### src/rtl/tdm_demux_1x4_pkg.sv
// Shared definitions for the 4-slot TDM receive demultiplexer.
package tdm_demux_1x4_pkg;

  typedef enum logic {
    IDLE = 1'b0,
    RUN  = 1'b1
  } state_e;

  localparam int unsigned NSLOTS = 4;
  localparam int unsigned SLOT_W = $clog2(NSLOTS);

endpackage

### src/rtl/tdm_demux_1x4.sv
// Splits a sync-aligned 4-slot TDM stream back into four registered channels,
// publishing all four together once per complete frame.
module tdm_demux_1x4
  import tdm_demux_1x4_pkg::*;
#(
  parameter int W = 1
) (
  input  logic         clk,
  input  logic         rst_n,
  input  logic         en,
  input  logic         sync,
  input  logic [W-1:0] din,
  output logic [W-1:0] D0,
  output logic [W-1:0] D1,
  output logic [W-1:0] D2,
  output logic [W-1:0] D3,
  output logic [1:0]   slot,
  output logic         locked,
  output logic         frame_valid,
  output logic         sync_err
);

  state_e            state_r;
  logic [SLOT_W-1:0] cnt_r;
  logic [W-1:0]      sh0_r, sh1_r, sh2_r;
  logic [W-1:0]      d0_r, d1_r, d2_r, d3_r;
  logic              fv_r;
  logic              err_r;

  // Alignment FSM, slot counter, shadow capture and frame publish.
  always_ff @(posedge clk or negedge rst_n) begin
    if (!rst_n) begin
      state_r <= IDLE;
      cnt_r   <= {SLOT_W{1'b0}};
      sh0_r   <= {W{1'b0}};
      sh1_r   <= {W{1'b0}};
      sh2_r   <= {W{1'b0}};
      d0_r    <= {W{1'b0}};
      d1_r    <= {W{1'b0}};
      d2_r    <= {W{1'b0}};
      d3_r    <= {W{1'b0}};
      fv_r    <= 1'b0;
      err_r   <= 1'b0;
    end else begin
      fv_r  <= 1'b0;
      err_r <= 1'b0;
      if (en) begin
        case (state_r)
          IDLE: begin
            if (sync) begin
              sh0_r   <= din;
              cnt_r   <= 2'd1;
              state_r <= RUN;
            end else begin
              state_r <= IDLE;
            end
          end
          RUN: begin
            if (sync) begin
              // A sync anywhere but slot 0 drops the partial frame and realigns here.
              err_r <= (cnt_r != 2'd0);
              sh0_r <= din;
              cnt_r <= 2'd1;
            end else begin
              case (cnt_r)
                2'd0: begin
                  err_r   <= 1'b1;
                  cnt_r   <= 2'd0;
                  state_r <= IDLE;
                end
                2'd1: begin
                  sh1_r <= din;
                  cnt_r <= 2'd2;
                end
                2'd2: begin
                  sh2_r <= din;
                  cnt_r <= 2'd3;
                end
                2'd3: begin
                  d0_r  <= sh0_r;
                  d1_r  <= sh1_r;
                  d2_r  <= sh2_r;
                  d3_r  <= din;
                  cnt_r <= 2'd0;
                  fv_r  <= 1'b1;
                end
                default: begin
                  cnt_r   <= 2'd0;
                  state_r <= IDLE;
                end
              endcase
            end
          end
          default: begin
            state_r <= IDLE;
            cnt_r   <= {SLOT_W{1'b0}};
          end
        endcase
      end else begin
        state_r <= state_r;
      end
    end
  end

  assign D0          = d0_r;
  assign D1          = d1_r;
  assign D2          = d2_r;
  assign D3          = d3_r;
  assign slot        = cnt_r;
  assign locked      = (state_r == RUN);
  assign frame_valid = fv_r;
  assign sync_err    = err_r;

endmodule

### config.mk
export PLATFORM = sky130hd
export DESIGN_NAME = tdm_demux_1x4
export DESIGN_NICKNAME = d
export VERILOG_FILES = /design/src/rtl/tdm_demux_1x4_pkg.sv /design/src/rtl/tdm_demux_1x4.sv
export SDC_FILE = /design/constraint.sdc
export NUM_CORES = 1
export LEC_CHECK = 0
export BUFFER_PORTS_ARGS = -buffer_cell sky130_fd_sc_hd__buf_2
export CAP_MARGIN = 0
export CORE_MARGIN = 2
export CORE_UTILIZATION = 40
export DETAILED_ROUTE_END_ITERATION = 6
export SYNTH_ARGS = -nofsm -noshare
export SYNTH_HDL_FRONTEND = slang
export SYNTH_SLANG_ARGS = --single-unit
### constraint.sdc
create_clock -name clk -period 1.3 [get_ports clk]
set_input_delay 0.065 -clock clk [delete_from_list [all_inputs] [get_ports clk]]
set_output_delay 0.065 -clock clk [all_outputs]
set_load 0.03 [all_outputs]
==> results of run 1 <==
[through the flow]
step	TNS, ns	util [%]	area (µm²)
after floorplan	-0.0243	-	614
after global placement	0	45.5	669
after detailed placement	0	45.5	669
after CTS	0	48.6	716
after global routing	0	48.8	718
final	0	48.8	718
[state kept, by name, summed over array words and instances (netlist names)]
register,cells
sh2_r,1
slot,2
frame_valid,1
D3,1
D0,1
locked,1
D2,1
D1,1
sh0_r,1
sh1_r,1
sync_err,1
[final timing paths]
kind	startpoint	endpoint	cells past startpoint
max reg2reg	slot[1]	sh1_r	4
min in group asynchronous	rst_n	frame_valid	2
max in group asynchronous	rst_n	slot[0]	2
min	din	sh2_r	2
min reg2reg	sh2_r	sh2_r	1
max	slot[1]	sh1_r	4
[layout by cell type (no fill, tap or decap), drive strengths merged]
cell	instances
mux2	7
or3b	1
a31oi	1
and4bb	1
inv	4
dfrtp	12
nand4b	3
ha	6
nor3	2
nand2	2
dlygate4sd3	1
nor2	2
nand3	1
buf	13
clkbuf	4
a21oi	1
o221ai	1
[timing repair]
item                       in CTS  in global routing
resized for setup               0                  1
setup endpoints to repair       0                  4
setup buffers                   0                  0
hold endpoints to repair       12                  0
hold buffers                    1                  0
[metal layers]
metal | track usage, % | vias up
met3 | 3.83 | 2
met4 | 9.09 | 0
met1 | 14.7 | 179
met2 | 18.8 | 9
li1 | - | 197
met5 | 0 | -
[where the power goes]
group / internal (W) / total [W] / switching, W
Sequential: 0.000518 / 0.000636 / 0.000118
Clock: 0.000170 / 0.000285 / 0.000115
Combinational: 0.000231 / 0.000604 / 0.000373
[final cells by class]
class                           instances  area (µm²)
Clock buffer                            4        36.3
Fill cell                             147         753
Multi-Input combinational cell         28         269
Inverter                                4        15.0
Timing Repair Buffer                   14        75.1
Tap cell                               16        20.0
Sequential cell                        12         303
[cells by family after synthesis]
logic type | after synthesis | share of synthesized area (%)
AND/OR/NAND/NOR | 12 | 15.1
AO/OA/AOI/OAI | 3 | 3.27
buffers and inverters | 7 | 7.36
flip-flops | 12 | 49.1
adder cells (fa/ha/maj) | 6 | 12.3
multiplexers | 7 | 12.9
[critical path, cell delays in order, from the launching register on]
cell and delay, ns:
dfrtp_2 0.41, inv_1 0.09, ha_1 0.18, nand4b_1 0.11, mux2_2 0.34
==> qor.csv, run 1 <==
metric,value,unit
vias,387,
io_buffers,13,
synth.top_cells.by_area,"dfrtp_1 (49%), mux2_2 (13%), ha_1 (12%)",
cts_max_level,1,
wl_per_cell,12.1,µm
skew,0.00117,ns
cp_max_fo,6,
avgViaCountPerCell,4.96,
clk_pin_slew,0.07,ns
relSlewSlack,74.2,%
p_total,0.00152,W
synthFlopType,dfrtp_1,
drt_iter0_markers,1,
antenna_found_initial,0,
worst_pin_slew,0.387,ns
drtPass1Iterations,2,
top_layer,met4,
crit_type,reg -> reg,
place_congestion,0.704,
preCtsSetupSlack,0.0272,ns
synth_nets,58,
avgSynthCellArea,13.0,µm²
clock_latency,0.26,ns
die_y,43.1,µm
wl_met3,33,µm
ys_ff_latch,12,
cts_buffers,3,
finalMaxSlewViolations,0,
drive_gt1_share,46.8,%
nNetsFinal,74,
async_flop_share,100,%
synth_cells,47,
rows,14,
ant_nets,0,
finalHoldViolCount,0,
area_growth,17.4,%
yosys_warnings,0,
yosysTopAreaCell,dfrtp_1,
routed_wl,942,µm
n_antenna_cell,0,
drv_cap,0,
placeableCoreArea,0.00147,mm²
setup_viol,0,
die_area,0.00186,mm²
grt_pass1_wl,1630,µm
ys_types,17,
place_inst,73,
netlist_top_cells_count,"dfrtp_1 (12), mux2_2 (7), ha_1 (6)",
grt_use_total,12.5,%
yosysSeqAreaShare,49.1,%
cts_root_buf,clkbuf_4,
final_cells,78,
r2r_slack,0.06,ns
numClockSinks,12,
rsz0062_at_grt,false,
pin_count,14,
grt_max_degree,13,
synth_most_common_cell,dfrtp_1,
critPathRequiredTime,1.45,ns
cts_buffer_depth,2,
timing.final.ws_setup,0.0618,ns
die_x,43.1,µm
finalCritPeriodShare,95.2,%
synth_edf_count,0,
fmax,808,MHz
cts_tree,done,
leakage,0.369,nW
status,"finished, final reports clean",
hold_class,in -> reg,
start_util,41.6,%
period_minus_slack,1.24,ns
critPathArrivalTime,1.39,ns
first_global_vias,370,
startpoint_type,flop,
cp-end-kind,flop,
wl_met1,464,µm
ir_drop,0.000779,V
wl_met2,431,µm
overflow,0,
powerDensity,2120,mW/mm²
drcViolationCount,0,
yosysTopAreaCellShare,49.1,%
holdWs,0.0857,ns
syn_area,612,µm²
Note: power is estimated with default switching activity, not from simulation.
==> inputs of run 2 (changes only) <==
--- a/config.mk
+++ b/config.mk
@@ -5,6 +5,7 @@
 export SDC_FILE = /design/constraint.sdc
 export NUM_CORES = 1
 export LEC_CHECK = 0
+export ABC_AREA = 1
 export BUFFER_PORTS_ARGS = -buffer_cell sky130_fd_sc_hd__buf_2
 export CAP_MARGIN = 0
 export CORE_MARGIN = 2
==> qor.csv, run 2 <==
metric,value,unit
powerDensity,2030,mW/mm²
cp_common_cell,ha_1,
placed_area,668,µm²
die_area,0.00181,mm²
place_inst,95,
rows,13,
cp_slowest_cell,dfrtp_1,
ys_ff_latch,12,
grt_pass1_wl,1800,µm
clkPwrFrac,15.0,%
cts_hold_buf,1,
fillCellCount,135,
yosys_warnings,0,
first_global_vias,434,
drv_cap,0,
fmax,859,MHz
hold_class,in -> reg,
critical_path_buf_inv_count,1,
setup_viol,0,
start_util,44.1,%
synth_nets,79,
cts_buffer_depth,2,
critPathRequiredTime,1.49,ns
finalHoldViolCount,0,
io_buffers,13,
leakage,0.421,nW
ant_nets,0,
yosysTopAreaCellShare,50.4,%
postCtsResizedCells,0,
dp_hpwl,836,µm
largest_register_ffs,2,
clock_latency,0.26,ns
drive_gt1_share,23.8,%
final_area,701,µm²
final_common_cell,nand2_1,
grtUsageMet1,16.4,%
worst_pin_slew,0.264,ns
tns,0,ns
finalMaxSlewViolations,0,
drt_iter0_markers,5,
cts_root_buf,clkbuf_4,
period_minus_slack,1.16,ns
ys_types,10,
netSwitchingPower,0.000623,W
syn_area,596,µm²
rsz0062_at_grt,false,
critPathArrivalTime,1.36,ns
synth_most_common_cell,nand2_1,
place_congestion,0.819,
path_cells,inv_1 > ha_1 > ha_1 > nor2_1,
use_met2,21.5,%
wl_per_cell,10.6,µm
grt_use_total,13.8,%
antenna_found_initial,0,
yosysTopAreaCell,dfrtp_1,
p_total,0.00142,W
overflow,0,
cp-end-kind,flop,
numClockSinks,12,
layout_common_cells,"nand2_1 (23), buf_2 (13), dfrtp_1 (12)",
drcViolationCount,0,
nNetsFinal,97,
synth.top_cells.by_area,"dfrtp_1 (50%), nand2_1 (14%), ha_1 (13%)",
cts_max_level,1,
busiest_layer,met2,
cts_setup_buffers,0,
yosysSeqAreaShare,50.4,%
async_flop_share,100,%
cts_buffers,3,
area_growth,17.6,%
die_y,42.6,µm
synth_cells,68,
avgSynthCellArea,8.76,µm²
avgViaCountPerCell,4.64,
pwr-share-seq,42.4,%
path_delay_family,adder cells,
p_int,0.000796,W
crit_type,reg -> reg,
netlist_top_cells_count,"nand2_1 (23), dfrtp_1 (12), nand3_1 (10)",
pin_count,14,
post-route-util,51.9,%
die_x,42.6,µm
status,"finished, final reports clean",
cp_slowest_stage_delay,0.41,ns
n_antenna_cell,0,
skew,0.000326,ns
clk_pin_slew,0.06,ns
finalCritPeriodShare,89.5,%
synthFlopType,dfrtp_1,
drtPass1Iterations,3,
vias,459,
routed_wl,1050,µm
relSlewSlack,82.4,%
cts_tree,done,
final_cells,99,
placeableCoreArea,0.00135,mm²
startpoint_type,flop,
power_frac_comb,42.6,%
grtUsageMet3,7.76,%
ir_drop,0.000816,V
cp_max_fo,5,
grt_max_degree,13,
synth_edf_count,0,
switching_share,43.9,%
-- run 2: cell count changes after synthesis, sizes merged --
cell    delta
inv        +6
nor2       +2
a21oi      -1
and4bb     -1
o221ai     -1
buf        -2
nand4b     -3
nand3      +9
mux2       -7
or3b       -1
nand2     +23
a31oi      -1
nor3       -2
-- run 2: layout make-up --
class                           count  area, µm²  area share (%)
Sequential cell                    12        300            42.9
Multi-Input combinational cell     45        246            35.2
Timing Repair Buffer               14       75.1            10.7
Inverter                           10       37.5            5.36
Clock buffer                        3       22.5            3.21
Tap cell                           15       18.8            2.68
-- run 2: logic make-up (layout without fill, tap and decap cells) --
family / count (synthesis) / after routing / share of synthesized area, %
AND/OR/NAND/NOR: 39 / 39 / 28.8
flip-flops: 12 / 12 / 50.4
adder cells (fa/ha/maj): 6 / 6 / 12.6
buffers and inverters: 11 / 27 / 8.19
-- run 2: per-layer routing --
layer / part of all wire (%) / vias up
met5: 0 / -
met4: 0.85 / 0
met3: 6.6 / 2
met2: 43 / 12
met1: 49 / 206
li1: - / 239
-- run 2: final timing paths --
| path | start | end | slack, ns | cells past startpoint |
|---|---|---|---|---|
| min | en | sh0_r | 0.07 | 3 |
| max in group asynchronous | rst_n | sh0_r | 0.89 | 2 |
| max | slot[0] | sync_err | 0.14 | 4 |
| max reg2reg | slot[0] | sync_err | 0.14 | 4 |
| min reg2reg | D2 | D2 | 0.47 | 2 |
| min in group asynchronous | rst_n | sync_err | 0.20 | 2 |
-- run 2: power groups by stage --
stage	sequential (W)	clock [W]	combinational, W
final	0.000602	0.000213	0.000604
after global routing	0.000620	0.000241	0.000670
after CTS	0.000605	0.000228	0.000614
after detailed placement	0.000610	0	0.000610
after global placement	0.000607	0	0.000609
after floorplan	0.000805	0	0.000244
-- run 2: through the flow --
| stage | worst slack [ns] | hold slack (ns) |
|---|---|---|
| 6_report | 0.136 | 0.0720 |
| 5_1_grt | 0.0315 | 0.0770 |
| 4_1_cts | 0.112 | 0.0654 |
| 3_5_place_dp | 0.129 | -0.0442 |
| 3_3_place_gp | 0.165 | -0.0415 |
| 2_1_floorplan | 0.000899 | -0.231 |
-- run 2: worst register-to-register path: cells and delay by family, from the launching register on --
| kind | cells | cell delay [ns] |
|---|---|---|
| adder cells (fa/ha/maj) | 2 | 0.46 |
| AND/OR/NAND/NOR | 1 | 0.11 |
| flip-flops | 1 | 0.41 |
| buffers and inverters | 1 | 0.10 |
==> inputs of run 3 (changes only) <==
--- a/config.mk
+++ b/config.mk
@@ -9,7 +9,7 @@
 export BUFFER_PORTS_ARGS = -buffer_cell sky130_fd_sc_hd__buf_2
 export CAP_MARGIN = 0
 export CORE_MARGIN = 2
-export CORE_UTILIZATION = 40
+export CORE_UTILIZATION = 42
 export DETAILED_ROUTE_END_ITERATION = 6
 export SYNTH_ARGS = -nofsm -noshare
 export SYNTH_HDL_FRONTEND = slang
==> qor.csv, run 3 (synthesized netlist as in run 2, its figures left out) <==
metric,value,unit
status,"finished, final reports clean",
antenna_found_initial,0,
drive_gt1_share,24.7,%
first_global_vias,401,
grt_pass1_wl,1730,µm
n_antenna_cell,0,
grt_use_total,13.3,%
dp_hpwl,769,µm
cts_tree,done,
cts_buffers,3,
netSwitchingPower,0.000624,W
cts_root_buf,clkbuf_4,
drv_cap,0,
drcViolationCount,0,
fillCellCount,130,
ir_drop,0.000873,V
wl_met1,502,µm
powerDensity,2070,mW/mm²
drtPass1Iterations,4,
power_frac_comb,40.3,%
finalHoldViolCount,0,
cts_buffer_depth,2,
final_common_cell,nand2_1,
min_path_cells,3,
startpoint_type,flop,
rsz0062_at_grt,false,
overflow,0,
fmax,883,MHz
finalMaxSlewViolations,0,
clock_latency,0.26,ns
clkPwrFrac,19.3,%
p_int,0.000856,W
die_y,41.7,µm
top_layer,met4,
crit_type,reg -> reg,
place_congestion,0.696,
rr_worst_depth,4,
hold_class,in -> reg,
period_minus_slack,1.13,ns
pin_count,14,
preCtsSetupSlack,0.158,ns
vias,437,
area_growth,20.0,%
io_buffers,13,
routed_wl,1010,µm
layout_common_cells,"nand2_1 (23), buf_2 (13), dfrtp_1 (12)",
cp-end-kind,flop,
critPathArrivalTime,1.33,ns
finalCritPeriodShare,87.1,%
skew,0.00531,ns
setup_viol,0,
switching_share,42.2,%
timing.final.ws_setup,0.168,ns
multi_input_area,246,µm²
wl_met3,60,µm
register_area,300,µm²
drt_iter0_markers,5,
numClockSinks,12,
die_area,0.00174,mm²
nNetsFinal,97,
cp_max_fo,5,
grt_max_degree,13,
worst_pin_slew,0.274,ns
largest_register_ffs,2,
wl_per_cell,10.1,µm
critPathRequiredTime,1.50,ns
rows,13,
die_x,41.7,µm
relSlewSlack,81.7,%
avgViaCountPerCell,4.37,
placeableCoreArea,0.00132,mm²
tns,0,ns
pwr-share-seq,40.4,%
wl_met2,433,µm
ant_nets,0,
cts_max_level,1,
leakage,0.428,nW
clk_pin_slew,0.08,ns
start_util,45.2,%
[run 3: cell type report]
class | count | share of cell area (%)
Clock buffer | 4 | 5.08
Inverter | 10 | 5.25
Multi-Input combinational cell | 45 | 34.5
Tap cell | 15 | 2.63
Sequential cell | 12 | 42.0
Timing Repair Buffer | 14 | 10.5
[run 3: critical path, stage by stage, from the launching register on]
cell and delay, ns:
dfrtp_1 0.41, inv_1 0.10, ha_1 0.21, ha_1 0.26
nor2_1 0.10
[run 3: final timing paths]
path / startpoint / end / slack [ns]
max: slot[0] / sync_err / 0.17
min: en / sh0_r / 0.07
max reg2reg: slot[0] / sync_err / 0.17
min reg2reg: D3 / D3 / 0.47
max in group asynchronous: rst_n / slot[1] / 0.88
min in group asynchronous: rst_n / frame_valid / 0.20
[run 3: stage by stage]
| step | std cells | total power [W] | hold slack, ns | util [%] | cell area, µm² |
|---|---|---|---|---|---|
| 6_report | 100 | 0.00148 | 0.0705 | 54.2 | 714 |
| 5_1_grt | 100 | 0.00160 | 0.0874 | 54.2 | 714 |
| 4_1_cts | 100 | 0.00151 | 0.0657 | 54.2 | 714 |
| 3_5_place_dp | 95 | 0.00121 | -0.0407 | 50.7 | 668 |
| 3_3_place_gp | 95 | 0.00122 | -0.0438 | 50.7 | 668 |
| 2_1_floorplan | 68 | 0.00105 | -0.231 | - | 596 |
[run 3: power by group through the flow]
stage               clock [W]  sequential (W)  combinational [W]
floorplan                   0        0.000805           0.000244
global placement            0        0.000613           0.000605
detailed placement          0        0.000608           0.000602
CTS                  0.000299        0.000601           0.000606
global route         0.000311        0.000622           0.000662
finish               0.000285        0.000598           0.000597
[run 3: timing repair]
action / CTS / global route
hold endpoints to repair: 12 / 0
hold buffers: 1 / 0
gates resized for setup: 0 / 0
buffers inserted: 0 / 0
[run 3: per-layer routing]
layer	GRT usage, %	vias to the layer above
li1	-	242
met1	17.1	180
met2	20.6	13
met3	2.61	2
met4	7.74	0
met5	0	-
